File: src/rtl/control_fsm.sv
// Moore control FSM for a multi-cycle CPU datapath. Define CONTROL_MEM_WAIT_EN to make
// FETCH/MEM_READ/MEM_WRITE wait on input_mem_ready with a WAIT_LIMIT timeout into ERROR.
module control_fsm #(
    parameter int WAIT_LIMIT = 15
) (
    input  logic       CLK,
    input  logic       Reset,
    input  logic [3:0] input_opcode,
    input  logic       input_Zero,
    input  logic       input_negative,
    input  logic       input_mem_ready,
    output logic [1:0] output_ALUSrcA,
    output logic [1:0] output_ALUSrcB,
    output logic [2:0] output_ALUOp,
    output logic       output_PCSrc,
    output logic       output_PCWrite,
    output logic       output_IRWrite,
    output logic       output_MemRead,
    output logic       output_MemWrite,
    output logic       output_RegWrite,
    output logic       output_MemToReg,
    output logic       output_IorD,
    output logic [3:0] output_state,
    output logic       output_halted,
    output logic       output_error
);

    typedef enum logic [3:0] {
        FETCH     = 4'd0,
        DECODE    = 4'd1,
        EXEC_R    = 4'd2,
        EXEC_I    = 4'd3,
        ALU_WB    = 4'd4,
        MEM_ADDR  = 4'd5,
        MEM_READ  = 4'd6,
        MEM_WB    = 4'd7,
        MEM_WRITE = 4'd8,
        BRANCH    = 4'd9,
        HALT      = 4'd14,
        ERROR     = 4'd15
    } state_e;

    typedef struct packed {
        logic [1:0] src_a;
        logic [1:0] src_b;
        logic [2:0] alu_op;
        logic       pc_src;
        logic       pc_write;
        logic       ir_write;
        logic       mem_read;
        logic       mem_write;
        logic       reg_write;
        logic       mem_to_reg;
        logic       iord;
        logic       halted;
        logic       error;
    } ctrl_t;

    // Static per-state decode; flag/ready-dependent strobes are ORed in after the register.
    function automatic ctrl_t decode(input state_e s, input logic [1:0] op);
        ctrl_t c;
        c = '0;
        case (s)
            FETCH: begin
                c.mem_read = 1'b1;
                c.src_b    = 2'd1;
`ifndef CONTROL_MEM_WAIT_EN
                c.ir_write = 1'b1;
                c.pc_write = 1'b1;
`endif
            end
            DECODE:   c.src_b = 2'd2;
            EXEC_R: begin
                c.src_a  = 2'd2;
                c.alu_op = {1'b0, op};
            end
            EXEC_I, MEM_ADDR: begin
                c.src_a = 2'd2;
                c.src_b = 2'd2;
            end
            ALU_WB:   c.reg_write = 1'b1;
            MEM_READ: begin
                c.iord     = 1'b1;
                c.mem_read = 1'b1;
            end
            MEM_WB: begin
                c.reg_write  = 1'b1;
                c.mem_to_reg = 1'b1;
            end
            MEM_WRITE: begin
                c.iord      = 1'b1;
                c.mem_write = 1'b1;
            end
            BRANCH: begin
                c.src_a  = 2'd2;
                c.alu_op = 3'd1;
                c.pc_src = 1'b1;
            end
            HALT:     c.halted = 1'b1;
            ERROR:    c.error  = 1'b1;
            default:  ;
        endcase
        return c;
    endfunction

    state_e     state_q, state_d;
    logic [3:0] opc_q, opc_d;
    ctrl_t      ctrl_q;
    logic       br_taken;
    logic       fetch_done;

`ifdef CONTROL_MEM_WAIT_EN
    localparam int CW = $clog2(WAIT_LIMIT + 1);
    logic [CW-1:0] cnt_q, cnt_d;
    logic          mem_wait;
    logic          timeout;

    assign mem_wait   = ((state_q == FETCH) || (state_q == MEM_READ) || (state_q == MEM_WRITE))
                        && !input_mem_ready;
    assign timeout    = (cnt_q == CW'(WAIT_LIMIT - 1));
    assign fetch_done = (state_q == FETCH) && input_mem_ready;
`else
    logic unused_mem_ready;
    assign unused_mem_ready = input_mem_ready;
    assign fetch_done       = 1'b0;
`endif

    always_comb begin
        state_d = state_q;
        opc_d   = opc_q;
        case (state_q)
            FETCH:  state_d = DECODE;
            DECODE: begin
                opc_d = input_opcode;
                case (input_opcode)
                    4'd0, 4'd1, 4'd2, 4'd3: state_d = EXEC_R;
                    4'd4:                   state_d = EXEC_I;
                    4'd5, 4'd6:             state_d = MEM_ADDR;
                    4'd7, 4'd8, 4'd9:       state_d = BRANCH;
                    4'd15:                  state_d = HALT;
                    default:                state_d = ERROR;
                endcase
            end
            EXEC_R, EXEC_I: state_d = ALU_WB;
            ALU_WB:         state_d = FETCH;
            MEM_ADDR:       state_d = (opc_q == 4'd5) ? MEM_READ : MEM_WRITE;
            MEM_READ:       state_d = MEM_WB;
            MEM_WB:         state_d = FETCH;
            MEM_WRITE:      state_d = FETCH;
            BRANCH:         state_d = FETCH;
            HALT:           state_d = HALT;
            ERROR:          state_d = ERROR;
            default:        state_d = ERROR;
        endcase
`ifdef CONTROL_MEM_WAIT_EN
        // Counter only runs while stalled, so any state change leaves it at zero.
        cnt_d = '0;
        if (mem_wait) begin
            state_d = timeout ? ERROR : state_q;
            cnt_d   = cnt_q + 1'b1;
        end
`endif
    end

    always_ff @(posedge CLK) begin
        if (Reset) begin
            state_q <= FETCH;
            opc_q   <= '0;
            ctrl_q  <= decode(FETCH, 2'd0);
`ifdef CONTROL_MEM_WAIT_EN
            cnt_q   <= '0;
`endif
        end else begin
            state_q <= state_d;
            opc_q   <= opc_d;
            ctrl_q  <= decode(state_d, opc_d[1:0]);
`ifdef CONTROL_MEM_WAIT_EN
            cnt_q   <= cnt_d;
`endif
        end
    end

    assign br_taken = (state_q == BRANCH) &&
                      (((opc_q == 4'd7) &&  input_Zero) ||
                       ((opc_q == 4'd8) && !input_Zero) ||
                       ((opc_q == 4'd9) &&  input_negative));

    assign output_ALUSrcA  = ctrl_q.src_a;
    assign output_ALUSrcB  = ctrl_q.src_b;
    assign output_ALUOp    = ctrl_q.alu_op;
    assign output_PCSrc    = ctrl_q.pc_src;
    assign output_PCWrite  = ctrl_q.pc_write | br_taken | fetch_done;
    assign output_IRWrite  = ctrl_q.ir_write | fetch_done;
    assign output_MemRead  = ctrl_q.mem_read;
    assign output_MemWrite = ctrl_q.mem_write;
    assign output_RegWrite = ctrl_q.reg_write;
    assign output_MemToReg = ctrl_q.mem_to_reg;
    assign output_IorD     = ctrl_q.iord;
    assign output_state    = state_q;
    assign output_halted   = ctrl_q.halted;
    assign output_error    = ctrl_q.error;

endmodule

File: config.mk
export PLATFORM = sky130hd
export DESIGN_NAME = control_fsm
export DESIGN_NICKNAME = d
export VERILOG_FILES = /design/src/rtl/control_fsm.sv
export SDC_FILE = /design/constraint.sdc
export NUM_CORES = 1
export LEC_CHECK = 0
export ABC_CLOCK_PERIOD_IN_PS = 2300
export CELL_PAD_IN_SITES_DETAIL_PLACEMENT = 1
export CELL_PAD_IN_SITES_GLOBAL_PLACEMENT = 1
export CORE_ASPECT_RATIO = 0.5
export CORE_MARGIN = 4
export CORE_UTILIZATION = 36
export CTS_BUF_LIST = sky130_fd_sc_hd__clkbuf_2 sky130_fd_sc_hd__clkbuf_4 sky130_fd_sc_hd__clkbuf_8
export CTS_CLUSTER_SIZE = 10
export DETAILED_ROUTE_END_ITERATION = 16
export GPL_TIMING_DRIVEN = 0
export HOLD_SLACK_MARGIN = 0.05
export PLACE_DENSITY = 0.82
export SYNTH_ARGS = -nofsm -noshare
export SYNTH_HDL_FRONTEND = slang
export SYNTH_SLANG_ARGS = --single-unit
File: constraint.sdc
create_clock -name CLK -period 2.3 [get_ports CLK]
set_clock_uncertainty 0.05 [all_clocks]
set_input_delay 0.345 -clock CLK [delete_from_list [all_inputs] [get_ports CLK]]
set_output_delay 0.345 -clock CLK [all_outputs]
set_load 0.005 [all_outputs]
-- Word-level counts from Yosys, hierarchy flattened
Memory sizes are Yosys's and may differ from the RTL's.
Index checks and enable logic that the tools add are counted.
- bits in registers: 25
- memory bits (read-only): 64
- logic and storage cells: 74
- memories kept: 1
- memory list (name ; words ; width ; rd ports ; clocked after memory_dff ; wr ports ; RTL line ; RTL):
    (no name shown) ; 16 ; 4 ; 1 ; 0 ; 0 ; 135 ; case (input_opcode)
- eq/ne operators: 25
- multiplexer cells: 15
- bitwise logic cells: 1
- reduce and logical (&&, ||, !) cells: 16
- operators with widths (kind ; count):
    $eq A4 B3 Y1 const B ; 10
    $eq A4 B4 Y1 const B ; 9
    $pmux W4 S7 ; 1
    $eq A4 B2 Y1 const B ; 4
    $eq A4 B1 Y1 const B ; 2
    $logic_not A4 Y1 ; 2
    $mux W1 ; 8
    $pmux W2 S2 ; 2
    $reduce_or A2 Y1 ; 4
    $reduce_or A4 Y1 ; 2
    $mux W2 ; 3
    $logic_and A1 B1 Y1 ; 4
    $mux W4 ; 1
    $reduce_or A3 Y1 ; 1
    $logic_or A1 B1 Y1 ; 2
    $logic_not A1 Y1 ; 1
    $or A1 B1 Y1 ; 1

-- Logic depth before layout (Yosys ltp)
- word-level depth: 6
- gate-level depth with buffers: 7

-- Worst setup path after synthesis
No wires, ideal clock.
- path kind: flip-flop to flip-flop
- start: register state_q[2], in the netlist output_state[2]
- end: register ctrl_q, in the netlist output_ALUOp[0]
- data arrival time: 1980 ps
- required time: 2179 ps
- path slack: 199 ps
- cell stages (with the launch flop): 8
- clock period less this slack: 2101 ps
- cell sequence: dfxtp_1 -> buf_6 -> nor4b_4 -> o311ai_1 -> and4b_1 -> buf_6 -> or4b_1 -> a21oi_1
- longest elaborated chain between the ends: 5
- elaborated cells on any way between the ends: 18
- ends and longest elaborated chain (what ; RTL line ; RTL):
    start: declaration ; 106 ; state_e state_q, state_d;
    start signal: assignment ; 174 ; state_q <= state_d;
    $eq A4 B4 Y1 (tied with other cells) ; 131 ; case (state_q)
    $reduce_or A4 Y1 (no line) or $reduce_or A2 Y1 (tied branches) ; - ;
    $pmux W4 S7 ; 131 ;
    $eq A4 B4 Y1 or $eq A4 B2 Y1 (tied branches) ; 63 ; case (s)
    $pmux W2 S2 (*) ; 63 ;
    end signal: assignment ; 169 ; ctrl_q <= decode(FETCH, 2'd0);
    end signal: assignment ; 176 ; ctrl_q <= decode(state_d, opc_d[1:0]);
    end: declaration ; 108 ; ctrl_t ctrl_q;
Every way passes the cells marked *; elsewhere a longest branch is shown, timed or not.
A chain may end at the register's enable or synchronous reset.

-- Worst setup path after layout
- start: register state_q[1], in the netlist output_state[1]
- end: register ctrl_q, in the netlist output_ALUOp[0]
The elaborated chain is that of the path after synthesis.

==> results.md <==
* DRC at 0
* Post-synth EDFFs at 0
* DP HPWL at 2000 um
* Max_cap viols at 0
* Num rows at 13
* Post-synth ARST share at 0
* Setup slack, reg-to-reg at 150 ps
* Cts-stage hold buffer count at 0
* P per Cell Area at 1320 mW/mm2
* Area of the multi-input gates at 564 um2
* WP depth at 7
* Syn_area_per_cell at 9.40 um2
* Final Max Tran Viols at 0
* PortBufs at 26
* Layout Utilization at 0.555
* H-Tree Depth at 1
* Top_reg_cell synth: dfxtp_1
* Worst reg2reg path startpoint: output_state[1]$_SDFF_PP0_
* DR vias at 943
* Critical path arrival at 2300 ps
* Critical path's slowest cell: or4b_1
* Die height at 46.2 um
* Hold Path Class: primary input to flip-flop
* Cell area after synthesis at 0.00105 mm2
* Total power at 1.97 mW
* CP top delay family: simple AND/OR/NAND/NOR gates
* Clk_lat worst skew at 270 ps
* Worst setup EP type: flip-flop
* Gate count after technology mapping at 112
* Routed Antenna Nets at 0
* Filler Cell Count at 319
* Clock buffer depth at 2
* Vias per inst at 5.18
* GPL Wtd Cong at 0.816
* Worst path bufs/invs at 2
* Pre-antenna DRT Iters at 4
* Layout cell share with drive strength beyond 1 at 0.172
* Reg-to-Reg End: output_ALUOp[0]$_SDFF_PP0_
* Area growth syn-to-layout at 41.5%
* Yosys warnings at 0
* Routed WL at 2770 um
* Clock transition at path regs at 80 ps
* Worst setup path startpoint: output_state[1]$_SDFF_PP0_
* Final period util at 0.934
* Setup crit end: output_ALUOp[0]$_SDFF_PP0_
* First-pass GRT wire length at 4500 um
* Clock sink count at 22
* Final setup fails at 0
* I/O pin count at 30
* Largest net degree at the start of global routing at 14
* Worst slew pin tran at 806 ps
* Sequential share of the synthesized area at 0.419
* Crit start category: flip-flop
* CP max stage delay at 490 ps
* Iter 0 DRT Violations at 38
* Setup CP Type: flip-flop to flip-flop
* Grt total ovfl at 0
* Total CTS buffers at 3
* Worst r2r path cells at 7
* Clk root buf: clkbuf_8
* Initial antenna violation count at 0
* Max Freq at 465 MHz
* Starting density of the core at 0.392
* Outcome: complete, no violations
* Yosys reg bits at 22
* WP data required at 2450 ps
* Unrepaired setup endpoints after global routing: no
* CTS tree: yes
* Post-layout min period at 2150 ps
* Slew headroom at 0.454
* Wire per inst at 15.2 um
* Core area at 0.00268 mm2
* Worst Path Max Fanout at 9
* Peak supply drop at 422 uV
* Die width at 84.5 um
* Final-report hold violation count at 0
* Vias in the first global route at 928
* Cells along the critical path: clkbuf_2, nor4b_4, o311ai_1, and4b_1, buf_6, or4b_1, a21oi_1
* Pleak at 0.613 nW
* Cell variety after synth at 45
* # diodes at 0
* Register area at 440 um2
* # nets final at 157
* Overall die area at 0.00390 mm2
* Overall Global Routing Usage at 0.155
[report_power, final]
group / switching, mW / total [mW] / internal [mW]
Combinational: 0.519 / 1.04 / 0.523
Clock: 0.131 / 0.364 / 0.233
Sequential: 0.0707 / 0.565 / 0.494
Total: 0.720 / 1.97 / 1.25
[how the worst min path moves through the flow]
stage	from	end	cells after the start
after floorplan	Reset	opc_q[0]$_SDFF_PP0_	1
after global placement	opc_q[2]$_SDFFE_PP0P_	opc_q[2]$_SDFFE_PP0P_	2
after detailed placement	opc_q[3]$_SDFFE_PP0P_	opc_q[3]$_SDFFE_PP0P_	2
after CTS	opc_q[3]$_SDFFE_PP0P_	opc_q[3]$_SDFFE_PP0P_	2
after global routing	input_opcode[0]	opc_q[0]$_SDFF_PP0_	3
final	input_opcode[0]	opc_q[0]$_SDFF_PP0_	3
[routing by layer]
layer | vias up | track usage | part of all wire
met5 | - | 0 | 0
met4 | 0 | 0.0694 | 0.013
met3 | 4 | 0.0464 | 0.040
met2 | 20 | 0.254 | 0.46
met1 | 450 | 0.195 | 0.48
li1 | 469 | - | -
[area by class of cell]
cell class	instances	share of cell area
buffer	7	0.0361
clock buffer	3	0.0277
clock inverter	1	0.0202
inverter	8	0.0202
multi-input combinational	76	0.379
sequential	22	0.296
tap	37	0.0311
timing repair buffer	28	0.190
[sequential cells by signal, summed over array words and instances (netlist names), 2 cells and up]
signal,cells
opc_q,4
output_ALUOp,2
output_ALUSrcB,2
output_state,4
[cell families (layout without fill, tap and decap cells)]
| kind of cell | count (synthesis) | count (layout) | synth area share |
|---|---|---|---|
| compound gates | 22 | 22 | 0.164 |
| xor+xnor | 1 | 1 | 0.00832 |
| flops | 22 | 22 | 0.419 |
| mux | 4 | 4 | 0.0381 |
| simple gates | 45 | 45 | 0.264 |
| fa+ha+maj | 2 | 2 | 0.0238 |
| buf+inv | 15 | 47 | 0.0797 |
| other cells | 1 | 2 | 0.00356 |
[cells in the final DEF (no fill, tap or decap), types with 2 or more instances in the layout]
| cell | n |
|---|---|
| a211o_1 | 2 |
| a21oi_1 | 5 |
| nor3_1 | 5 |
| or2_2 | 2 |
| nand2b_1 | 3 |
| inv_1 | 8 |
| nor2b_1 | 4 |
| nand3_1 | 3 |
| clkdlybuf4s50_1 | 23 |
| clkbuf_8 | 3 |
| conb_1 | 2 |
| nand2_1 | 2 |
| dlymetal6s2s_1 | 3 |
| mux2i_1 | 4 |
| buf_4 | 5 |
| ha_1 | 2 |
| dfxtp_1 | 22 |
| o311ai_1 | 2 |
| a311o_1 | 2 |
| buf_6 | 2 |
| nor2_1 | 12 |
[worst reg2reg max path: stages, from the launching register on]
cell	delay (ps)
dfxtp_1	320
clkbuf_2	190
nor4b_4	360
o311ai_1	150
and4b_1	250
buf_6	140
or4b_1	490
a21oi_1	140
[synthesized netlist by cell type (3+ instances only)]
library cell | n | area, um2
inv_1 | 8 | 30.0
buf_4 | 3 | 22.5
mux2i_1 | 4 | 40.0
nor3_1 | 6 | 30.0
a21oi_1 | 6 | 30.0
nor2_1 | 12 | 45.0
nand3_1 | 3 | 15.0
nand2b_1 | 3 | 18.8
dfxtp_1 | 22 | 440
nor2b_1 | 4 | 25.0
[stage by stage]
stage | cell area, um2 | setup WS (ps) | hold WS [ps] | std cells | setup TNS [ps]
floorplan | 1060 | 199 | 375 | 113 | 0
global placement | 1360 | -324 | 481 | 176 | -2090
detailed placement | 1360 | -357 | 491 | 176 | -2470
CTS | 1450 | 6.65 | 502 | 181 | 0
global route | 1490 | 47.4 | 488 | 182 | 0
finish | 1490 | 151 | 448 | 182 | 0
[repair_timing]
item                       4_1_cts  5_1_grt
setup endpoints to repair        8       10
pin swaps                        1        4
gates resized for setup          2        8
setup buffers                    1        1
No activity file was read; power rests on OpenSTA's default activity.
